==> config.mk <==
export PLATFORM = sky130hd
export DESIGN_NAME = pipelined_addsub
export DESIGN_NICKNAME = d
export VERILOG_FILES = /design/src/rtl/addsub_pkg.sv /design/src/rtl/cla_segment.sv /design/src/rtl/pipelined_addsub.sv
export SDC_FILE = /design/constraint.sdc
export NUM_CORES = 1
export LEC_CHECK = 0
export BUFFER_PORTS_ARGS = -buffer_cell sky130_fd_sc_hd__buf_4
export CAP_MARGIN = 20
export CORE_UTILIZATION = 58
export CTS_BUF_LIST = sky130_fd_sc_hd__clkbuf_4
export DETAILED_ROUTE_END_ITERATION = 10
export GPL_ROUTABILITY_DRIVEN = 1
export PLACE_DENSITY = 0.93
export REMOVE_ABC_BUFFERS = 1
export SLEW_MARGIN = 10
export SYNTH_ARGS = -nofsm -noshare
export SYNTH_HDL_FRONTEND = slang
export SYNTH_SLANG_ARGS = --single-unit
==> constraint.sdc <==
create_clock -name clk -period 4.8 [get_ports clk]
set_input_delay 1.2 -clock clk [delete_from_list [all_inputs] [get_ports clk]]
set_output_delay 1.2 -clock clk [all_outputs]
set_load 0.01 [all_outputs]
==> src/rtl/addsub_pkg.sv <==
// Shared definitions for the pipelined adder/subtractor.
//   DEFAULT_WIDTH  : default operand/result width in bits
//   DEFAULT_STAGES : default number of pipeline stages
//   CLA_GROUP_W    : width of one carry-lookahead group
//   flags_t        : status flags that accompany a result
package addsub_pkg;

  localparam int DEFAULT_WIDTH  = 16;
  localparam int DEFAULT_STAGES = 2;
  localparam int CLA_GROUP_W    = 4;

  typedef struct packed {
    logic carry;
    logic overflow;
    logic zero;
  } flags_t;

endpackage

==> src/rtl/cla_segment.sv <==
// N-bit carry-lookahead adder segment. It is built from 4-bit lookahead
// groups, and the group carries ripple from one group to the next.
// Ports:
//   a, b      : N-bit addends
//   cin       : carry into bit 0
//   sum       : N-bit sum
//   cout      : carry out of bit N-1
//   c_msb_in  : carry into bit N-1 (used for signed overflow)
module cla_segment
  import addsub_pkg::*;
#(
  parameter int N = 8
) (
  input  logic [N-1:0] a,
  input  logic [N-1:0] b,
  input  logic         cin,
  output logic [N-1:0] sum,
  output logic         cout,
  output logic         c_msb_in
);

  localparam int GROUPS = N / CLA_GROUP_W;

  if ((N % CLA_GROUP_W) != 0 || N < CLA_GROUP_W) begin : g_chk_n
    $error("cla_segment: N (%0d) must be a positive multiple of 4", N);
  end

  // Returns the carries into bits 1..4 of a 4-bit group, as {c4, c3, c2, c1}.
  function automatic logic [3:0] cla4(input logic [3:0] g, input logic [3:0] p,
                                      input logic ci);
    logic [3:0] c;
    c[0] = g[0] | (p[0] & ci);
    c[1] = g[1] | (p[1] & g[0]) | (p[1] & p[0] & ci);
    c[2] = g[2] | (p[2] & g[1]) | (p[2] & p[1] & g[0]) | (p[2] & p[1] & p[0] & ci);
    c[3] = g[3] | (p[3] & g[2]) | (p[3] & p[2] & g[1]) | (p[3] & p[2] & p[1] & g[0])
         | (p[3] & p[2] & p[1] & p[0] & ci);
    return c;
  endfunction

  logic [N-1:0] gen;
  logic [N-1:0] prop;
  logic [N:0]   carry_vec;

  assign gen  = a & b;
  assign prop = a ^ b;

  always_comb begin
    logic [3:0] grp_c;
    logic       run_c;
    carry_vec    = '0;
    carry_vec[0] = cin;
    run_c        = cin;
    for (int i = 0; i < GROUPS; i++) begin
      grp_c = cla4(gen[i*CLA_GROUP_W +: CLA_GROUP_W], prop[i*CLA_GROUP_W +: CLA_GROUP_W], run_c);
      carry_vec[i*CLA_GROUP_W+1 +: CLA_GROUP_W] = grp_c;
      run_c = grp_c[3];
    end
  end

  assign sum      = prop ^ carry_vec[N-1:0];
  assign cout     = carry_vec[N];
  assign c_msb_in = carry_vec[N-1];

endmodule

==> src/rtl/pipelined_addsub.sv <==
// Pipelined adder/subtractor with a valid/ready handshake at both ends.
// An accepted operand pair enters the stage-0 registers. Each of the STAGES
// stages adds one WIDTH/STAGES-bit segment using the carry registered by
// the previous stage. The result register updates STAGES edges after
// acceptance. When the output is stalled, the whole pipeline freezes.
// Ports:
//   clk, rst            : clock; synchronous active-high reset
//   in_valid / in_ready : input handshake
//   in1, in2, sub       : operands; sub=1 computes in1 - in2
//   out_valid/out_ready : output handshake
//   out                 : registered result
//   carry               : carry-out (add) / not-borrow (sub)
//   overflow, zero      : signed overflow; result equals zero
module pipelined_addsub
  import addsub_pkg::*;
#(
  parameter int WIDTH  = DEFAULT_WIDTH,
  parameter int STAGES = DEFAULT_STAGES
) (
  input  logic             clk,
  input  logic             rst,
  input  logic             in_valid,
  output logic             in_ready,
  input  logic [WIDTH-1:0] in1,
  input  logic [WIDTH-1:0] in2,
  input  logic             sub,
  output logic             out_valid,
  input  logic             out_ready,
  output logic [WIDTH-1:0] out,
  output logic             carry,
  output logic             overflow,
  output logic             zero
);

  localparam int SEG  = WIDTH / STAGES;
  localparam int LAST = STAGES - 1;

  if ((WIDTH % 4) != 0 || WIDTH < 8 || WIDTH > 64) begin : g_chk_width
    $error("pipelined_addsub: WIDTH (%0d) must be a multiple of 4 in 8..64", WIDTH);
  end
  if (STAGES < 1 || STAGES > 4) begin : g_chk_stages
    $error("pipelined_addsub: STAGES (%0d) must be in 1..4", STAGES);
  end else if (((WIDTH / 4) % STAGES) != 0) begin : g_chk_div
    $error("pipelined_addsub: STAGES (%0d) must divide WIDTH/4 (%0d)", STAGES, WIDTH / 4);
  end

  function automatic logic is_zero(input logic [WIDTH-1:0] v);
    return ~|v;
  endfunction

  // One stall signal gates every register, so no bubble is ever collapsed.
  logic advance;
  assign advance  = !(out_valid && !out_ready);
  assign in_ready = advance;

  // wa_p[s] holds the completed result in bits below s*SEG and operand A
  // in the bits above. wb_p[s] carries operand B, already inverted for a
  // subtraction.
  logic [STAGES-1:0]            vld_p;
  logic [STAGES-1:0][WIDTH-1:0] wa_p;
  logic [STAGES-1:0][WIDTH-1:0] wb_p;
  logic [STAGES-1:0]            c_p;
  logic [STAGES-1:0][WIDTH-1:0] wa_nxt;
  logic [STAGES-1:0][SEG-1:0]   seg_sum;
  logic [STAGES-1:0]            seg_cout;
  logic [STAGES-1:0]            seg_cmsb;
  flags_t                       flags_q;

  for (genvar s = 0; s < STAGES; s++) begin : g_stage
    cla_segment #(.N(SEG)) u_seg (
      .a        (wa_p[s][s*SEG +: SEG]),
      .b        (wb_p[s][s*SEG +: SEG]),
      .cin      (c_p[s]),
      .sum      (seg_sum[s]),
      .cout     (seg_cout[s]),
      .c_msb_in (seg_cmsb[s])
    );
  end

  always_comb begin
    wa_nxt = wa_p;
    for (int s = 0; s < STAGES; s++) begin
      wa_nxt[s][s*SEG +: SEG] = seg_sum[s];
    end
  end

  // Only the last stage's carry into the MSB is meaningful, and the last
  // stage's B register is consumed only in its own segment.
  logic unused_bits;
  assign unused_bits = ^{seg_cmsb, wb_p[LAST]};

  // ---- stage 0 capture / stage s -> s+1 skew registers (data, no reset) ----
  always_ff @(posedge clk) begin
    if (advance) begin
      wa_p[0] <= in1;
      wb_p[0] <= in2 ^ {WIDTH{sub}};
      c_p[0]  <= sub;
      for (int s = 1; s < STAGES; s++) begin
        wa_p[s] <= wa_nxt[s-1];
        wb_p[s] <= wb_p[s-1];
        c_p[s]  <= seg_cout[s-1];
      end
    end
  end

  // ---- valid chain and final-stage output registers ----
  always_ff @(posedge clk) begin
    if (rst) begin
      vld_p     <= '0;
      out_valid <= 1'b0;
      out       <= '0;
      flags_q   <= '0;
    end else if (advance) begin
      vld_p[0] <= in_valid;
      for (int s = 1; s < STAGES; s++) begin
        vld_p[s] <= vld_p[s-1];
      end
      out_valid <= vld_p[LAST];
      out       <= wa_nxt[LAST];
      flags_q   <= '{carry:    seg_cout[LAST],
                     overflow: seg_cout[LAST] ^ seg_cmsb[LAST],
                     zero:     is_zero(wa_nxt[LAST])};
    end
  end

  assign carry    = flags_q.carry;
  assign overflow = flags_q.overflow;
  assign zero     = flags_q.zero;

endmodule
==> results of run 1 <==
[through the flow]
stage / utilization [%] / area (µm²) / hold WS (ns) / power, W / cells
CTS: 72.7 / 4030 / 0.433 / 0.00170 / 384
detailed placement: 69.4 / 3840 / 0.405 / 0.00122 / 368
finish: 72.7 / 4030 / 0.427 / 0.00169 / 384
global route: 72.7 / 4030 / 0.438 / 0.00177 / 384
global placement: 69.4 / 3840 / 0.404 / 0.00120 / 368
floorplan: - / 3310 / 0.400 / 0.00109 / 237
[cells by family (layout without fill, tap and decap cells)]
kind of cell,after synthesis,in the layout,share of synthesized area [%]
AO/OA/AOI/OAI,41,41,9.36
AND/OR/NAND/NOR,62,62,8.09
adder cells (fa/ha/maj),20,20,8.39
flip-flops,80,80,65.3
multiplexers,1,1,0.300
buffers and inverters,15,82,1.72
XOR/XNOR,26,26,6.82
[worst max-delay path: stages]
cell and delay [ns]:
buf_4 0.11, nor2b_1 0.10, buf_4 0.25, inv_2 0.08
buf_4 0.15
[cells in the mapped netlist, types with 4 or more instances]
library cell | count | area (µm²)
xor2_1 | 21 | 184
a21oi_1 | 17 | 85.1
nor2_1 | 17 | 63.8
clkbuf_1 | 7 | 26.3
edfxtp_1 | 58 | 1740
nand2_1 | 30 | 113
inv_1 | 6 | 22.5
dfxtp_1 | 22 | 440
xnor2_1 | 5 | 43.8
fa_1 | 4 | 80.1
a211oi_1 | 5 | 37.5
ha_1 | 16 | 200
[cell type report]
type	instances	area, µm²	share of cell area (%)
repair buffers	59	443	11.0
flip-flops and latches	80	2180	54.2
multi-input cells	150	1100	27.4
clock buffers	10	75.1	1.87
clock inverters	6	108	2.67
well taps	72	90.1	2.24
inverters	7	26.3	0.653
[per-layer routing]
layer  routed length, µm  vias to the layer above  GRT usage (%)
met5                   0                        -              0
li1                    -                     1011              -
met3                 255                       15           5.18
met1                2280                      945           23.0
met2                2750                       67           32.2
met4                 150                        0           10.6
[worst paths after layout]
check,slack [ns],start,cells past startpoint,end
worst max-delay path,1.72,out_ready,5,in_ready
worst min-delay path,0.43,wb_p[14],0,wb_p[30]
worst max register to register,2.00,wb_p[24],10,zero
worst min register to register,0.43,wb_p[14],0,wb_p[30]
[power breakdown]
group	leakage, nW	switching, W	internal, W
Clock	0.0980	0.000220	0.000268
Sequential	0.793	0.0000488	0.000846
Combinational	0.804	0.000159	0.000151
[sequential cells by signal (all words and copies together), names as in the netlist]
signal and flops:
carry 1, overflow 1, c_p 2, out 16
wa_p 16, out_valid 1, wb_p 24, zero 1
vld_p 2, wa_nxt 16
==> metrics, run 1 <==
status=complete, no violations; die area=0.00607 mm²; global route overflow=0; predominant post-synthesis flop cell=edfxtp_1; Worst Hold Class=flip-flop to flip-flop; Fillers=363; # diodes=0; Via Count=2038; RSZ-0062 raised after global routing=false; vias in the first global route=1953; pwr dens=421 mW/mm²; drt drc=0; most common library cell in the layout ignoring fill and taps=buf_4; Post-synth ARST share=0%; most frequent cells in the layout=buf_4, edfxtp_1, nand2_1, dfxtp_1, xor2_1; clk_skew=0.0129 ns; vias per inst=5.31; layout cells sized above 1=26.0%; first-pass GRT wire length=8.72 mm; die width=77.9 µm; Lkg Pwr=1.70 nW; initial antenna violation count=0; Initial Utilization=60.3%; synthesis-stage register bit count=80; CTS tree=yes; period utilisation layout=64.2%; largest net degree at the start of global routing=84; Worst-path clk slew=0.12 ns; Worst EP required=3.60 ns; max-cap viol count=0; crit path max fanout=20; CP Capture Type=output pin; Pre-antenna DRT Iters=4; post-route setup slack=1.72 ns; critical path class=input port to output pin; count of input and output buffers=57; Ys Warns=0; slew margin rel.=38.2%; Worst setup SP type=input port; Cell Rows=27; register area share after synthesis=65.3%; Core Footprint=0.00554 mm²; FMAX=0.324 GHz; # IOs=58; # setup viols final=0; Root Driver=clkbuf_4; Setup Slack @ Placement=1.73 ns; CTS H-Tree Depth=3; RePlAce Congestion=0.765; Routed WL=5.44 mm; number of flops mapped to enable cells by yosys=58; Post-Syn Instances=245; per-cell routed wire length=14.2 µm; CTS hold repair buffers=0; post-route ant nets=0; synth unique cells=38; hpwl dp=3.76 mm; TritonCTS Buffers=9; initial DRC count=127; Fin Setup TNS=0 ns; clk_lat worst skew=0.42 ns; Longest Clk Path Bufs=2; Final Hold Vio Count=0; PostCTS Resize Cnt=0; Period minus WS final=3.08 ns; clock sink total=80; Die Y=77.9 µm; Layout area overhead=20.5%; peak supply drop=0.000266 V; Least-Margin Pin Slew=0.927 ns; Syn Area/Cell=13.6 µm²; Final Net Count=364; Worst EP arrival=1.88 ns; Tot GR Track Use=19.4%; cell area after synthesis=0.00334 mm²; post-CTS setup buffers=0; max-slew violations=0
(Power assumes the default switching activity.)
==> run 2: changes to the inputs <==
--- a/config.mk
+++ b/config.mk
@@ -5,13 +5,14 @@
 export SDC_FILE = /design/constraint.sdc
 export NUM_CORES = 1
 export LEC_CHECK = 0
+export ABC_AREA = 1
 export BUFFER_PORTS_ARGS = -buffer_cell sky130_fd_sc_hd__buf_4
 export CAP_MARGIN = 20
-export CORE_UTILIZATION = 58
+export CORE_UTILIZATION = 52
 export CTS_BUF_LIST = sky130_fd_sc_hd__clkbuf_4
 export DETAILED_ROUTE_END_ITERATION = 10
 export GPL_ROUTABILITY_DRIVEN = 1
-export PLACE_DENSITY = 0.93
+export PLACE_DENSITY = 0.89
 export REMOVE_ABC_BUFFERS = 1
 export SLEW_MARGIN = 10
 export SYNTH_ARGS = -nofsm -noshare
==> constraint.sdc (replaced) <==
create_clock -name clk -period 2.8 [get_ports clk]
set_input_delay 0.7 -clock clk [delete_from_list [all_inputs] [get_ports clk]]
set_output_delay 0.7 -clock clk [all_outputs]
set_load 0.01 [all_outputs]
==> run 2 against run 1 <==
Compared with the run above: critical path depth up 10; sequential share of layout area down 1.3 points; combinational power up 77%; synthesized cell count up 13%; non-clock buffer count unchanged; worst hold slack worse by 0.0036 ns; via count up 2.7%; clock power up 87%; total power up 77%.
==> metrics, run 2 <==
slew margin rel.=66.1% (+28 points); Post-synth ARST share=0% (unchanged); Tot GR Track Use=17.2% (-2.2 points); pwr dens=727 mW/mm² (+73%); Least-Margin Pin Slew=0.508 ns (-0.420 ns); Hold Crit Start=wb_p[11]; max-slew violations=0 (unchanged); most frequent cells in the layout=buf_4, edfxtp_1, inv_1, nand2_1, nor2_1; Cell Rows=29 (+7.4%); placed cell areas=0.00392 mm² (+2.0%); Synth area leader=edfxtp_1; top cells by area, synth=edfxtp_1, dfxtp_1, ha_1; TritonCTS Buffers=9 (unchanged); CTS H-Tree Depth=3 (unchanged); final core area utilization=64.9% (-7.8 points); cell area after synthesis=0.00340 mm² (+1.8%); R2R Setup Slk=0.40 ns (-1.60 ns); Longest Clk Path Bufs=2 (unchanged); die area=0.00687 mm² (+13%); register area share after synthesis=64.1% (-1.2 points); CTS tree=yes; count of input and output buffers=57 (unchanged); Post-Syn Instances=276 (+13%); largest net degree at the start of global routing=41 (-51%); Register Area=0.00218 mm² (unchanged); Largest register FFs=24 (unchanged); layout cells sized above 1=26.7% (+0.78 points); # IOs=58 (unchanged); initial DRC count=109 (-14%); drt drc=0 (unchanged); post-route cell area=0.00412 mm² (+2.4%); Fillers=456 (+26%); Final Hold Vio Count=0 (unchanged); post-route ant nets=0 (unchanged); CTS hold repair buffers=0 (unchanged); hold path depth=0 (unchanged); status=complete, no violations; count leader, synth=edfxtp_1; clk_lat worst skew=0.41 ns (about the same); global route overflow=0 (unchanged); vias in the first global route=2064 (+5.7%); most common library cell in the layout ignoring fill and taps=buf_4; Core Footprint=0.00635 mm² (+15%); Fin Setup TNS=0 ns (unchanged); FF-to-FF Start=wb_p[24]; Initial Utilization=53.6% (-6.7 points); r2r endpoint=zero; Worst setup SP type=flip-flop; peak supply drop=0.000457 V (+72%); max-cap viol count=0 (unchanged); post-CTS setup buffers=0 (unchanged); synth unique cells=31 (-18%); Ys Warns=0 (unchanged); predominant post-synthesis flop cell=edfxtp_1; Routed WL=5.44 mm (about the same); Period minus WS final=2.40 ns; clk_skew=0.00873 ns (-0.00413 ns); hpwl dp=3.83 mm (+1.7%); Pre-antenna DRT Iters=4 (unchanged); FMAX=0.417 GHz; Worst EP required=3.15 ns (-0.45 ns); Final Net Count=396 (+8.8%); # setup viols final=0 (unchanged); commonest cells in the netlist=edfxtp_1, nand2_1, inv_1, nor2_1, dfxtp_1; register with the most flip-flops=wb_p; Layout area overhead=21.1%; # diodes=0 (unchanged); Die Y=82.9 µm (+6.4%); RSZ-0062 raised after global routing=false; vias per inst=4.97 (-6.3%); first-pass GRT wire length=9.06 mm (+3.9%); initial antenna violation count=0 (unchanged); Lkg Pwr=1.89 nW (+12%); Worst setup startpoint=wb_p[24]; PostCTS Resize Cnt=0 (unchanged); Worst-path clk slew=0.12 ns (about the same); critical path class=flip-flop to flip-flop; Via Count=2093 (+2.7%); synthesis-stage register bit count=80 (unchanged); Syn Area/Cell=12.3 µm² (-9.6%); CP Capture Type=flip-flop; RePlAce Congestion=0.790 (+3.2%); Worst Hold Class=flip-flop to flip-flop; period utilisation layout=85.6%; crit path max fanout=3 (-85%); number of flops mapped to enable cells by yosys=58 (unchanged); die width=82.9 µm (+6.4%); Worst Hold Path EP=wb_p[27]; Root Driver=clkbuf_4; per-cell routed wire length=12.9 µm (-8.7%); R2R cell count=15 (+5); Worst EP arrival=2.75 ns (+0.87 ns); share of the synthesized area in the top cell type=51.2% (-0.94 points); clock sink total=80 (unchanged); area of the multi-input gates=0.00109 mm² (-1.1%)
## run 2: logic make-up after synthesis
kind of cell               Yosys count  share of synthesized area, %
DFF                                 80                          64.1
xor gates and xnor gates            23                          5.92
adders and majority gates           20                          8.24
and+or+nand+nor                     78                          10.5
AOI/OAI and AO/OA                   39                          7.10
buffers and inverters               36                          4.08
## run 2: how the worst max path moves through the flow
stage               endpoint  slack [ns]  cells past startpoint
CTS                     zero        0.38                     15
floorplan            out[11]       -0.65                      5
detailed placement      zero        0.42                     15
global placement        zero        0.57                     15
finish                  zero        0.40                     15
global route            zero        0.14                     15
## run 2: through the flow
stage / hold WS [ns] / power, W / setup WS (ns) / std cells
floorplan: 0.400 / 0.00189 / -0.645 / 269
global placement: 0.402 / 0.00207 / 0.567 / 405
detailed placement: 0.405 / 0.00211 / 0.420 / 405
CTS: 0.419 / 0.00302 / 0.383 / 421
global route: 0.410 / 0.00316 / 0.137 / 421
finish: 0.424 / 0.00299 / 0.403 / 421
## run 2: routing by layer
| layer | wire length [µm] | global-route usage (%) | up-vias |
|---|---|---|---|
| li1 | - | - | 1068 |
| met1 | 2270 | 20.8 | 957 |
| met2 | 2780 | 28.8 | 64 |
| met3 | 347 | 5.47 | 4 |
| met4 | 38 | 6.27 | 0 |
| met5 | 0 | 0 | - |
## run 2: cell type report
class                           instances  area share (%)
Inverter                               29            2.64
Clock inverter                          7            3.25
Clock buffer                            9            1.64
Timing Repair Buffer                   59            10.8
Multi-Input combinational cell        160            26.4
Tap cell                               77            2.34
Sequential cell                        80            53.0
## run 2: worst max-delay path: stages, from the launching register on
cell and delay [ns]:
edfxtp_1 0.45, ha_1 0.33, nand3_1 0.10, nand3_2 0.10, nand2_2 0.08, nand2_2 0.07, fa_1 0.44, inv_1 0.09
nand3_1 0.08, nor2_1 0.10, nand2_1 0.05, nor2_1 0.08, nand2_1 0.06, nor2_1 0.12, nand3_2 0.09, a21oi_2 0.10
## run 2: power by group
part,total [W],internal (W),switching [W]
registers,0.00153,0.00145,0.0000783
clock network,0.000914,0.000536,0.000378
logic,0.000549,0.000256,0.000293
